==> src/rtl/vga_timing_pkg.sv <==
// Shared VGA timing types, default 800x600@60 timing and the region decoder.
package vga_timing_pkg;

    typedef enum logic [1:0] {IDLE, RUN, DRAIN} state_e;
    typedef enum logic [1:0] {FP, SYNC, BP, ACTIVE} region_e;

    localparam int unsigned DEF_BIT_DEPTH = 8;
    localparam int unsigned DEF_CHANNELS  = 1;
    localparam int unsigned DEF_H_ACTIVE  = 800;
    localparam int unsigned DEF_H_FP      = 40;
    localparam int unsigned DEF_H_SYNC    = 128;
    localparam int unsigned DEF_H_BP      = 88;
    localparam int unsigned DEF_V_ACTIVE  = 600;
    localparam int unsigned DEF_V_FP      = 1;
    localparam int unsigned DEF_V_SYNC    = 4;
    localparam int unsigned DEF_V_BP      = 23;
    localparam int unsigned DEF_IMG_COLS  = 512;
    localparam int unsigned DEF_IMG_ROWS  = 512;

    // Axis layout is FP, SYNC, BP, then ACTIVE up to the total.
    function automatic region_e region_of(input int unsigned count, input int unsigned fp,
                                          input int unsigned sync, input int unsigned bp);
        if (count < fp)             return FP;
        if (count < fp + sync)      return SYNC;
        if (count < fp + sync + bp) return BP;
        return ACTIVE;
    endfunction

endpackage

==> src/rtl/vga_axis_counter.sv <==
// Generic wrapping counter for one raster axis; wrap_o flags the increment
// that takes the count from TOTAL-1 back to 0.
module vga_axis_counter #(
    parameter int unsigned TOTAL = 1056,
    parameter int unsigned W     = $clog2(TOTAL)
) (
    input  logic         clk_i,
    input  logic         rst_i,
    input  logic         clr_i,
    input  logic         inc_i,
    output logic [W-1:0] cnt_o,
    output logic         wrap_o
);
    localparam logic [W-1:0] LAST = W'(TOTAL - 1);

    logic [W-1:0] cnt_q, cnt_d;

    assign wrap_o = inc_i && (cnt_q == LAST);
    assign cnt_o  = cnt_q;

    // Next count: clear dominates, otherwise step and wrap.
    always_comb begin
        cnt_d = cnt_q;
        if (clr_i)      cnt_d = '0;
        else if (inc_i) cnt_d = wrap_o ? '0 : cnt_q + 1'b1;
    end

    // Count register.
    always_ff @(posedge clk_i) begin
        if (rst_i) cnt_q <= '0;
        else       cnt_q <= cnt_d;
    end
endmodule

==> src/rtl/vga_frame_streamer.sv <==
// VGA raster generator that pulls window pixels over valid/ready and emits
// registered HS/VS/DE/RGB, a frame-start pulse and a sticky underflow flag.
// Optional macro TEST_PATTERN_EN adds pattern_mode_i (horizontal ramp source).
module vga_frame_streamer
    import vga_timing_pkg::*;
#(
    parameter int unsigned BIT_DEPTH = DEF_BIT_DEPTH,
    parameter int unsigned CHANNELS  = DEF_CHANNELS,
    parameter int unsigned H_ACTIVE  = DEF_H_ACTIVE,
    parameter int unsigned H_FP      = DEF_H_FP,
    parameter int unsigned H_SYNC    = DEF_H_SYNC,
    parameter int unsigned H_BP      = DEF_H_BP,
    parameter int unsigned V_ACTIVE  = DEF_V_ACTIVE,
    parameter int unsigned V_FP      = DEF_V_FP,
    parameter int unsigned V_SYNC    = DEF_V_SYNC,
    parameter int unsigned V_BP      = DEF_V_BP,
    parameter int unsigned IMG_COLS  = DEF_IMG_COLS,
    parameter int unsigned IMG_ROWS  = DEF_IMG_ROWS,
    parameter int unsigned IMG_X0    = 0,
    parameter int unsigned IMG_Y0    = 0
) (
    input  logic                          clk_i,
    input  logic                          rst_i,
    input  logic                          en_i,
    input  logic [BIT_DEPTH*CHANNELS-1:0] s_pixel_i,
    input  logic                          s_valid_i,
    output logic                          s_ready_o,
    output logic                          hs_o,
    output logic                          vs_o,
    output logic                          de_o,
    output logic [BIT_DEPTH-1:0]          r_o,
    output logic [BIT_DEPTH-1:0]          g_o,
    output logic [BIT_DEPTH-1:0]          b_o,
    output logic                          frame_start_o,
    output logic                          underflow_o,
    input  logic                          underflow_clr_i
`ifdef TEST_PATTERN_EN
    ,
    input  logic                          pattern_mode_i
`endif
);
    localparam int unsigned H_BLANK = H_FP + H_SYNC + H_BP;
    localparam int unsigned V_BLANK = V_FP + V_SYNC + V_BP;
    localparam int unsigned H_TOTAL = H_BLANK + H_ACTIVE;
    localparam int unsigned V_TOTAL = V_BLANK + V_ACTIVE;
    localparam int unsigned HW      = $clog2(H_TOTAL);
    localparam int unsigned VW      = $clog2(V_TOTAL);
    localparam int unsigned WIN_X0  = H_BLANK + IMG_X0;
    localparam int unsigned WIN_Y0  = V_BLANK + IMG_Y0;

    state_e state_q, state_d;
    logic [HW-1:0] x_q;
    logic [VW-1:0] y_q;
    logic h_wrap, v_wrap, running, in_win, pat_mode;
    logic [BIT_DEPTH-1:0] s_r, s_g, s_b, pat_px;
    logic [HW-1:0] x_off;
    logic hs_q, hs_d, vs_q, vs_d, de_q, de_d, fs_q, fs_d, uf_q, uf_d;
    logic [BIT_DEPTH-1:0] r_q, r_d, g_q, g_d, b_q, b_d;

    // Counters run only outside IDLE and sit at (0,0) while idle.
    assign running = (state_q != IDLE);

    vga_axis_counter #(.TOTAL(H_TOTAL), .W(HW)) u_hcnt (
        .clk_i(clk_i), .rst_i(rst_i), .clr_i(!running), .inc_i(running),
        .cnt_o(x_q), .wrap_o(h_wrap)
    );
    vga_axis_counter #(.TOTAL(V_TOTAL), .W(VW)) u_vcnt (
        .clk_i(clk_i), .rst_i(rst_i), .clr_i(!running), .inc_i(h_wrap),
        .cnt_o(y_q), .wrap_o(v_wrap)
    );

`ifdef TEST_PATTERN_EN
    assign pat_mode = pattern_mode_i;
`else
    assign pat_mode = 1'b0;
`endif

    // Split the incoming pixel into channels; grey is replicated.
    if (CHANNELS == 3) begin : g_rgb
        assign s_r = s_pixel_i[3*BIT_DEPTH-1:2*BIT_DEPTH];
        assign s_g = s_pixel_i[2*BIT_DEPTH-1:BIT_DEPTH];
        assign s_b = s_pixel_i[BIT_DEPTH-1:0];
    end else begin : g_grey
        assign s_r = s_pixel_i[BIT_DEPTH-1:0];
        assign s_g = s_pixel_i[BIT_DEPTH-1:0];
        assign s_b = s_pixel_i[BIT_DEPTH-1:0];
    end

    assign in_win = running
                 && (32'(x_q) >= WIN_X0) && (32'(x_q) < WIN_X0 + IMG_COLS)
                 && (32'(y_q) >= WIN_Y0) && (32'(y_q) < WIN_Y0 + IMG_ROWS);
    assign s_ready_o = in_win && !pat_mode;
    assign x_off     = x_q - HW'(WIN_X0);
    assign pat_px    = BIT_DEPTH'(x_off);

    // Run/drain control: DRAIN finishes the frame unless re-enabled.
    always_comb begin
        state_d = state_q;
        unique case (state_q)
            IDLE:    if (en_i) state_d = RUN;
            RUN:     if (!en_i) state_d = DRAIN;
            DRAIN:   if (en_i) state_d = RUN;
                     else if (v_wrap) state_d = IDLE;
            default: state_d = IDLE;
        endcase
    end

    // State register.
    always_ff @(posedge clk_i) begin
        if (rst_i) state_q <= IDLE;
        else       state_q <= state_d;
    end

    // Output next-state decoded from the current counters; a missing window
    // pixel blanks to zero but keeps de high and latches underflow.
    always_comb begin
        hs_d = !(running && region_of(32'(x_q), H_FP, H_SYNC, H_BP) == SYNC);
        vs_d = !(running && region_of(32'(y_q), V_FP, V_SYNC, V_BP) == SYNC);
        de_d = in_win;
        r_d  = '0;
        g_d  = '0;
        b_d  = '0;
        if (in_win && pat_mode) begin
            r_d = pat_px; g_d = pat_px; b_d = pat_px;
        end else if (in_win && s_valid_i) begin
            r_d = s_r; g_d = s_g; b_d = s_b;
        end
        fs_d = (state_q == RUN) && (x_q == '0) && (y_q == '0);
        uf_d = uf_q;
        if (in_win && !pat_mode && !s_valid_i) uf_d = 1'b1;
        else if (underflow_clr_i)              uf_d = 1'b0;
    end

    // Registered video outputs, one clock behind the counters.
    always_ff @(posedge clk_i) begin
        if (rst_i) begin
            hs_q <= 1'b1; vs_q <= 1'b1; de_q <= 1'b0;
            r_q  <= '0;   g_q  <= '0;   b_q  <= '0;
            fs_q <= 1'b0; uf_q <= 1'b0;
        end else begin
            hs_q <= hs_d; vs_q <= vs_d; de_q <= de_d;
            r_q  <= r_d;  g_q  <= g_d;  b_q  <= b_d;
            fs_q <= fs_d; uf_q <= uf_d;
        end
    end

    assign hs_o          = hs_q;
    assign vs_o          = vs_q;
    assign de_o          = de_q;
    assign r_o           = r_q;
    assign g_o           = g_q;
    assign b_o           = b_q;
    assign frame_start_o = fs_q;
    assign underflow_o   = uf_q;
endmodule
==> config.mk <==
export PLATFORM = sky130hd
export DESIGN_NAME = vga_frame_streamer
export DESIGN_NICKNAME = d
export VERILOG_FILES = /design/src/rtl/vga_timing_pkg.sv /design/src/rtl/vga_axis_counter.sv /design/src/rtl/vga_frame_streamer.sv
export SDC_FILE = /design/constraint.sdc
export NUM_CORES = 1
export LEC_CHECK = 0
export ABC_AREA = 1
export ABC_CLOCK_PERIOD_IN_PS = 2000
export CORE_MARGIN = 2
export CORE_UTILIZATION = 40
export CTS_BUF_LIST = sky130_fd_sc_hd__clkbuf_4
export CTS_CLUSTER_DIAMETER = 200
export DETAILED_ROUTE_END_ITERATION = 10
export GPL_TIMING_DRIVEN = 0
export MAX_ROUTING_LAYER = met4
export PLACE_DENSITY = 0.63
export SLEW_MARGIN = 10
export SYNTH_ARGS = -nofsm -noshare
export SYNTH_HDL_FRONTEND = slang
export SYNTH_SLANG_ARGS = --single-unit
==> constraint.sdc <==
create_clock -name clk_i -period 2 [get_ports clk_i]
set_clock_uncertainty 0.15 [all_clocks]
set_input_delay 0.4 -clock clk_i [delete_from_list [all_inputs] [get_ports clk_i]]
set_output_delay 0.4 -clock clk_i [all_outputs]
set_load 0.05 [all_outputs]
==> results of run 1 <==
## placed cells by master (no fill, tap or decap), types with 2 or more instances in the layout
master	n
inv_2	9
inv_1	37
clkdlybuf4s50_1	12
nand3_1	12
dlygate4sd2_1	29
nand2_2	9
buf_4	18
nand4_1	5
o21ai_0	5
ha_1	5
a21oi_1	11
nand2_4	3
nor2_2	15
clkbuf_4	7
nor2_4	4
dfxtp_4	4
o21ai_1	3
dfxtp_2	4
nor3_1	9
nor3_2	2
clkinv_1	2
dfxtp_1	28
nor2_1	27
nand2_1	47
nand3_2	3
## power breakdown
group | switching (mW) | total [mW] | internal [mW]
combinational | 0.0357 | 0.0686 | 0.0328
clock | 0.239 | 0.401 | 0.162
sequential | 0.00348 | 0.719 | 0.715
## worst max-delay path: stages, from the launching register on
cell and delay [ns]:
dfxtp_2 0.38, nand2_4 0.06, inv_2 0.06, nand2_2 0.05, nand2_2 0.09, nor2_2 0.04, nor2_2 0.10, nand2_2 0.06
inv_2 0.06, buf_8 0.13
## timing repair
action / 4_1_cts / 5_1_grt
hold buffers: 0 / 0
pin swaps: 0 / 4
gates resized for setup: 41 / 21
setup buffers: 0 / 2
endpoints found under the setup margin: 30 / 1
hold endpoints to repair: 0 / 0
## worst paths after layout
| path | start | end | slack, ns | depth (start not counted) |
|---|---|---|---|---|
| worst max-delay path | u_vcnt.cnt_o[4] | s_ready_o | 0.08 | 9 |
| worst min-delay path | u_hcnt.cnt_o[0] | u_hcnt.cnt_o[0] | 0.33 | 1 |
| worst max register to register | u_hcnt.cnt_o[0] | u_vcnt.cnt_o[5] | 0.32 | 8 |
| worst min register to register | u_hcnt.cnt_o[0] | u_hcnt.cnt_o[0] | 0.33 | 1 |
## state kept, by name, summed over array words and instances, names as in the netlist
name	cells
b_o	8
de_o	1
frame_start_o	1
hs_o	1
state_q	2
u_hcnt.cnt_o	11
u_vcnt.cnt_o	10
underflow_o	1
vs_o	1
## area by class of cell
class	instances	area (µm²)	share of cell area, %
Buffer	17	131	5.15
Clock buffer	7	52.6	2.06
Clock inverter	1	3.75	0.147
Inverter	47	176	6.92
Multi-Input combinational cell	172	957	37.5
Sequential cell	36	741	29.0
Tap cell	67	83.8	3.29
Timing Repair Buffer	44	404	15.8
## logic make-up (layout without fill, tap and decap cells)
family	count (synthesis)	in the layout	share of synthesized area (%)
DFF	36	36	36.9
buffers and inverters	64	116	15.8
and+or+nand+nor	144	144	37.7
AOI/OAI and AO/OA	22	22	5.97
adders and majority gates	5	5	3.21
xor gates and xnor gates	1	1	0.449
## routing by layer
metal  wire [µm]  vias up
li1            -      931
met1        1940      740
met2        1770       49
met3         238        6
met4          64        0
met5           0        -
## through the flow
stage	area (µm²)	setup slack, ns
floorplan	1950	0.337
global placement	2450	-0.343
detailed placement	2450	-0.347
CTS	2490	-0.0689
global route	2550	-0.0652
finish	2550	0.0758
==> flow_summary.json, run 1 <==
{
  "drt_iter0_markers": 57,
  "cts_sinks": 36,
  "power_density_nw_per_um2": 466,
  "synthTopCellsByArea": "dfxtp_1 37%, nand2_1 10%, inv_1 7.3%, buf_4 6.2%, nor2_1 5.8%",
  "io_buffer_count": 42,
  "fin_crit_ns": 1.92,
  "cp.required_ns": 1.45,
  "rsz0062_at_grt": "yes",
  "max_freq_mhz": 520,
  "vias": 1726,
  "synth-seq-cells": 36,
  "worstMarginPinSlew_ns": 0.501,
  "grt_use_total_pct": 16.3,
  "yosysTopAreaCellShare_pct": 36.9,
  "start_util_pct": 41.3,
  "cts_tree": "done",
  "final_max_slew_viol_count": 0,
  "drt_wl_total_mm": 4.01,
  "grt_pass1_wl_mm": 6.55,
  "finalWeightedCongestion": 0.839,
  "grt.busiest_layer": "met2",
  "hpwl_mm": 3.07,
  "finalHoldViolCount": 0,
  "synth_edf_count": 0,
  "met3_usage_pct": 4.53,
  "post-route-period-util_pct": 96.2,
  "p_total_mw": 1.19,
  "fillers": 490,
  "synth_async_sr_flop_share_pct": 0,
  "root_buffer": "clkbuf_4",
  "core_area_um2": 4720,
  "num-nets-final": 341,
  "cp_max_fo": 3,
  "synth_nets": 290,
  "detail_route.vias_per_cell": 4.41,
  "synth_top_area_cell": "dfxtp_1",
  "dp.cells": 381,
  "die_area_um2": 5450,
  "utilization_pct": 54.0,
  "clk_pin_slew_ns": 0.10,
  "power_leakage_nw": 1.23,
  "crit_type": "reg2out",
  "end_kind": "output port",
  "holdCritPathClass": "reg2reg",
  "maxSlewHeadroom_pct": 66.7,
  "row_count": 25,
  "drive_above_1_share_pct": 26.2,
  "syn_inst": 272,
  "synth.most_common_cell": "nand2_1",
  "insertion_delay_ns": 0.35,
  "ys_seq_area_share_pct": 36.9,
  "drt-pass1-iter-count": 4,
  "htreeDepth": 2,
  "hold_ws_ns": 0.328,
  "cp.arrival_ns": 1.37,
  "io_pins": 43,
  "dieWidth_um": 73.8,
  "synth.avg_cell_area_um2": 7.17,
  "ys_types": 33,
  "synthesis.area_um2": 1950,
  "grt_util_met2_pct": 25.2,
  "antenna_found_initial": 0,
  "yosysWarningCount": 0,
  "antenna_cells": 0,
  "grtUsageMet1_pct": 20.0,
  "ant_nets": 0,
  "finalNonFillerCells": 391,
  "final.setup.tns_ns": 0,
  "grt_max_degree": 11,
  "outcome": "complete, no violations",
  "ir_worst_vdd_mv": 0.236,
  "maxCapViolCount": 0,
  "synth_common_cells": "52 x nand2_1, 38 x inv_1, 36 x dfxtp_1, 30 x nor2_1, 16 x buf_4",
  "die_h_um": 73.8,
  "wl_per_cell_um": 10.3,
  "start_kind": "flip-flop",
  "numCtsBuffers": 5,
  "clockBufferDepth": 2,
  "drc": 0,
  "syn_to_final_growth_pct": 30.7,
  "grt_remaining_overflow": 0,
  "setup-violations-final": 0,
  "synthFlopType": "dfxtp_1",
  "grt_pass1_vias": 1538
}
Note: power is estimated with default switching activity, not from simulation.
==> run 2: changes to the inputs <==
- ABC_AREA: 1 -> default
- PLACE_DENSITY: 0.63 -> 0.64
==> run 2 against run 1 <==
Register-to-register slack got worse by 0.51 ns. Global-route usage rose by 1.1 points. The flow now finishes with violations (setup timing). Die area fell by 12%. Total power rose by 9.5%. Sequential cell count did not move. Fmax fell by 12%.
==> flow_summary.json, run 2 <==
{
  "cp.required_ns": 2.12,
  "antenna_cells": 0,
  "setup_ws_ns": -0.185,
  "power_density_nw_per_um2": 527,
  "insertion_delay_ns": 0.35,
  "max_freq_mhz": 458,
  "vias": 1546,
  "cp.arrival_ns": 2.31,
  "drt_wl_total_mm": 3.88,
  "synthesis.area_um2": 1700,
  "outcome": "finished, violations left",
  "grt_remaining_overflow": 0,
  "die_h_um": 69.2,
  "critPathLaunch": "u_hcnt.cnt_o[8]",
  "grt_max_degree": 12,
  "synth_edf_count": 0,
  "detail_route.vias_per_cell": 5.21,
  "synth.avg_cell_area_um2": 8.96,
  "io_buffer_count": 42,
  "ir_worst_vdd_mv": 0.483,
  "root_buffer": "clkbuf_4",
  "synth-seq-cells": 36,
  "synth_nets": 208,
  "power_leakage_nw": 1.10,
  "io_pins": 43,
  "holdCritPathClass": "reg2reg",
  "hold_depth": 1,
  "start_kind": "flip-flop",
  "synth.most_common_cell": "dfxtp_1",
  "synthTopCellsByArea": "dfxtp_1 42%, buf_4 7.1%, and3_1 5.1%, nor2_1 4.6%, xor2_1 4.6%",
  "antenna_found_initial": 0,
  "path_cells": "or4_4 -> or4_4 -> or3_1 -> a21oi_1",
  "yosysTopAreaCellShare_pct": 42.4,
  "hold_ws_ns": 0.330,
  "synth_top_area_cell": "dfxtp_1",
  "ys_seq_area_share_pct": 42.4,
  "row_count": 23,
  "synthFlopType": "dfxtp_1",
  "drive_above_1_share_pct": 25.1,
  "final_max_slew_viol_count": 0,
  "dp_slack_ns": -0.604,
  "finalNonFillerCells": 297,
  "finalWeightedCongestion": 0.796,
  "num-nets-final": 264,
  "hpwl_mm": 2.66,
  "syn_to_final_growth_pct": 45.1,
  "worst_path_most_repeated_cell": "or4_4",
  "ant_nets": 0,
  "clk_pin_slew_ns": 0.11,
  "rr_startpoint": "u_hcnt.cnt_o[8]",
  "synth_common_cells": "36 x dfxtp_1, 21 x nor2_1, 16 x buf_4, 14 x and3_1, 9 x xor2_1",
  "maxCapViolCount": 0,
  "largest_reg_flops": 11,
  "maxSlewHeadroom_pct": 54.3,
  "finalHoldViolCount": 0,
  "layout_common_cells": "30 x dfxtp_1, 29 x dlygate4sd2_1, 25 x buf_4, 19 x nor2_1, 14 x and3_1",
  "crit_type": "reg2reg",
  "mostFrequentLayoutCell": "dfxtp_1",
  "clockBufferDepth": 2,
  "core_area_um2": 4060,
  "max_stage_delay_ns": 0.61,
  "start_util_pct": 41.9,
  "drc": 0,
  "violations": "setup timing",
  "drt_iter0_markers": 38,
  "numCtsBuffers": 5,
  "syn_inst": 190,
  "r2r-end": "u_vcnt.cnt_o[3]",
  "rr_worst_depth": 4,
  "htreeDepth": 2,
  "cpMaxStageDelayCell": "or4_4",
  "grt_use_total_pct": 17.4,
  "final.setup.tns_ns": -1.85,
  "cts_sinks": 36,
  "ys_types": 36,
  "yosysWarningCount": 0,
  "rsz0062_at_grt": "yes",
  "dieWidth_um": 69.2,
  "fillers": 376,
  "critPathCapture": "u_vcnt.cnt_o[3]",
  "end_kind": "flip-flop",
  "drt-pass1-iter-count": 4,
  "grt_pass1_wl_mm": 6.64,
  "worstMarginPinSlew_ns": 0.678,
  "cp_max_fo": 6,
  "fin_crit_ns": 2.19,
  "setup-violations-final": 20,
  "dp.cells": 282,
  "wl_per_cell_um": 13.0,
  "grt_pass1_vias": 1389,
  "cts_tree": "done",
  "synth_async_sr_flop_share_pct": 0,
  "post-route-period-util_pct": 109,
  "die_area_um2": 4790,
  "ff2ff_setup_slack_ns": -0.19
}
==> run 2: power breakdown <==
part           leakage [nW]  switching [mW]  internal (mW)  total [mW]
Clock                0.0456           0.246          0.276       0.522
Sequential            0.295         0.00450          0.717       0.721
Combinational         0.763          0.0281         0.0308      0.0589
==> run 2: cell type report <==
cell class              instances  area (µm²)  area share (%)
flip-flops and latches         36         736            29.8
multi-input cells             129         980            39.7
inverters                       5        18.8           0.760
clock inverters                 2        35.0            1.42
repair buffers                 52         468            19.0
plain buffers                  17         124            5.02
clock buffers                   6        45.0            1.82
well taps                      50        62.6            2.53
==> run 2: how the worst min path moves through the flow <==
stage | end | slack (ns) | start
after detailed placement | u_hcnt.cnt_o[0] | 0.32 | u_hcnt.cnt_o[0]
after CTS | u_hcnt.cnt_o[0] | 0.34 | u_hcnt.cnt_o[0]
final | u_hcnt.cnt_o[0] | 0.33 | u_hcnt.cnt_o[0]
after global placement | u_hcnt.cnt_o[0] | 0.31 | u_hcnt.cnt_o[0]
after global routing | u_hcnt.cnt_o[0] | 0.36 | u_hcnt.cnt_o[0]
after floorplan | u_hcnt.cnt_o[0] | 0.29 | u_hcnt.cnt_o[0]
==> run 2: critical path: cells and delay by family (launching register included) <==
family,cells,cell delay [ns]
AND/OR/NAND/NOR,3,1.47
AO/OA/AOI/OAI,1,0.13
flip-flops,1,0.36
==> run 2: metal layers <==
metal / wire length (µm) / GRT usage [%] / vias up
met1: 1940 / 23.7 / 696
met3: 232 / 5.52 / 6
met2: 1650 / 24.5 / 64
li1: - / - / 780
met4: 44 / 5.45 / 0
met5: 0 / - / -
==> run 2: cell families after synthesis <==
logic type                 Yosys count  share of synthesized area, %
AOI/OAI and AO/OA                   21                          8.38
xor gates and xnor gates            15                          7.72
adders and majority gates            5                          3.68
buffers and inverters               25                          9.19
DFF                                 36                          42.4
and+or+nand+nor                     88                          28.7
==> run 2: metrics by stage <==
stage / utilization [%] / area [µm²] / total power, mW
finish: 60.8 / 2470 / 1.30
global route: 60.8 / 2470 / 1.35
CTS: 58.4 / 2370 / 1.31
detailed placement: 54.1 / 2200 / 0.794
global placement: 54.1 / 2200 / 0.793
floorplan: - / 1710 / 0.759
==> run 2: what timing repair did <==
item	in CTS	in global routing
pin swaps	7	9
gates resized for setup	57	19
hold buffers	0	0
setup endpoints to repair	60	22
endpoints found under the hold margin	0	0
setup buffers	6	4
==> run 3: changes to the inputs <==
- SKIP_CTS_REPAIR_TIMING: default -> 1
==> run 3 against run 2 <==
The flow still finishes with violations (setup timing). Clock power fell by 0.8%. Cell area rose by 5.7%. First-iteration DRC count rose by 11%. Die area did not move. Critical path depth rose by 2. Core utilization rose by 3.5 points. Worst setup slack got worse by 0.19 ns. Combinational power fell by 2%. Register-to-register slack got worse by 0.19 ns. Sequential share of layout area fell by 1.9 points. Via count rose by 0.78%. Fmax fell by 8.0%. Critical endpoint unchanged. Largest power group unchanged.
==> flow_summary.json, run 3 (synthesis results as in run 2) <==
{
  "cp_max_fo": 5,
  "die_area_um2": 4790,
  "cp.arrival_ns": 2.50,
  "combPwrFrac_pct": 4.4,
  "p_clk_share_pct": 39.9,
  "dp_slack_ns": -0.604,
  "switching_power_mw": 0.274,
  "grt_max_degree": 12,
  "finalWeightedCongestion": 0.796,
  "numCtsBuffers": 5,
  "holdCritPathClass": "reg2reg",
  "grt.busiest_layer": "met1",
  "hpwl_mm": 2.66,
  "drc": 0,
  "num-nets-final": 270,
  "cts_sinks": 36,
  "setup-violations-final": 31,
  "maxSlewHeadroom_pct": 36.0,
  "maxCapViolCount": 0,
  "antenna_found_initial": 0,
  "clockBufferDepth": 2,
  "dieWidth_um": 69.2,
  "cts_tree": "done",
  "fin_crit_ns": 2.37,
  "path_cells": "or4_4 -> buf_6 -> or4_4 -> buf_8 -> or3_1 -> a21oi_1",
  "root_buffer": "clkbuf_4",
  "worstMarginPinSlew_ns": 0.957,
  "ant_nets": 0,
  "p_int_mw": 1.03,
  "finalNonFillerCells": 303,
  "grt_util_met2_pct": 22.8,
  "finalHoldViolCount": 0,
  "core_area_um2": 4060,
  "drt-pass1-iter-count": 4,
  "grt_pass1_vias": 1294,
  "layout_common_cells": "33 x dfxtp_1, 29 x dlymetal6s2s_1, 24 x buf_4, 20 x nor2_1, 14 x and3_1",
  "end_kind": "flip-flop",
  "grt_pass1_wl_mm": 6.26,
  "p_seq_share_pct": 55.7,
  "antenna_cells": 0,
  "clk_pin_slew_ns": 0.11,
  "worst_path_most_repeated_cell": "or4_4",
  "power_density_nw_per_um2": 498,
  "drt_iter0_markers": 42,
  "grt_use_total_pct": 16.5,
  "final_max_slew_viol_count": 0,
  "crit_buf_inv": 2,
  "power.share.switching_pct": 21.1,
  "vias": 1558,
  "start_util_pct": 41.9,
  "row_count": 23,
  "syn_to_final_growth_pct": 53.4,
  "setup_ws_ns": -0.375,
  "max_freq_mhz": 421,
  "wl_per_cell_um": 14.0,
  "grt_remaining_overflow": 0,
  "mostFrequentLayoutCell": "dfxtp_1",
  "power_leakage_nw": 1.51,
  "detail_route.vias_per_cell": 5.14,
  "cp.required_ns": 2.12,
  "die_h_um": 69.2,
  "largest_reg_flops": 11,
  "io_pins": 43,
  "grtUsageMet1_pct": 22.8,
  "cpMaxStageDelayCell": "or4_4",
  "io_buffer_count": 42,
  "crit_type": "reg2reg",
  "max_stage_delay_ns": 0.53,
  "met3_usage_pct": 5.52,
  "cp_top_family": "simple AND/OR/NAND/NOR gates",
  "drive_above_1_share_pct": 26.1,
  "post-route-period-util_pct": 119,
  "drt_wl_total_mm": 4.25,
  "htreeDepth": 2,
  "violations": "setup timing",
  "outcome": "finished, violations left",
  "insertion_delay_ns": 0.35,
  "ir_worst_vdd_mv": 0.362,
  "dp.cells": 282,
  "start_kind": "flip-flop",
  "rsz0062_at_grt": "yes"
}
run 3: final cells by class:
type,count,area (µm²)
Fill cell,311,1450
Multi-Input combinational cell,129,962
Sequential cell,36,727
Timing Repair Buffer,56,609
Buffer,19,150
Tap cell,50,62.6
Clock buffer,6,45.0
Clock inverter,2,35.0
Inverter,5,18.8
run 3: worst paths after layout:
check                        from         endpoint  slack [ns]  cells past startpoint
setup / recovery  u_hcnt.cnt_o[8]  u_vcnt.cnt_o[3]       -0.37                      6
hold / removal    u_hcnt.cnt_o[0]  u_hcnt.cnt_o[0]        0.33                      1
setup reg to reg  u_hcnt.cnt_o[8]  u_vcnt.cnt_o[3]       -0.37                      6
hold reg to reg   u_hcnt.cnt_o[0]  u_hcnt.cnt_o[0]        0.33                      1
run 3: per-stage QoR:
stage / area (µm²) / utilization (%) / total power, mW / hold slack [ns] / TNS (ns)
detailed placement: 2200 / 54.1 / 0.794 / 0.316 / -9.60
finish: 2610 / 64.3 / 1.30 / 0.330 / -6.01
global placement: 2200 / 54.1 / 0.793 / 0.306 / -9.10
global route: 2610 / 64.3 / 1.35 / 0.355 / -8.37
CTS: 2280 / 56.1 / 1.31 / 0.341 / -14.12
floorplan: 1710 / - / 0.759 / 0.287 / -3.03
run 3: power by group through the flow:
stage | sequential, mW | clock (mW) | combinational, mW
after floorplan | 0.744 | 0 | 0.0150
after global placement | 0.742 | 0 | 0.0519
after detailed placement | 0.742 | 0 | 0.0524
after CTS | 0.725 | 0.536 | 0.0529
after global routing | 0.725 | 0.561 | 0.0625
final | 0.724 | 0.518 | 0.0577
run 3: metal layers:
layer	routed length [µm]	vias to the layer above
li1	-	784
met1	2010	699
met2	1880	67
met3	303	8
met4	57	0
met5	0	-
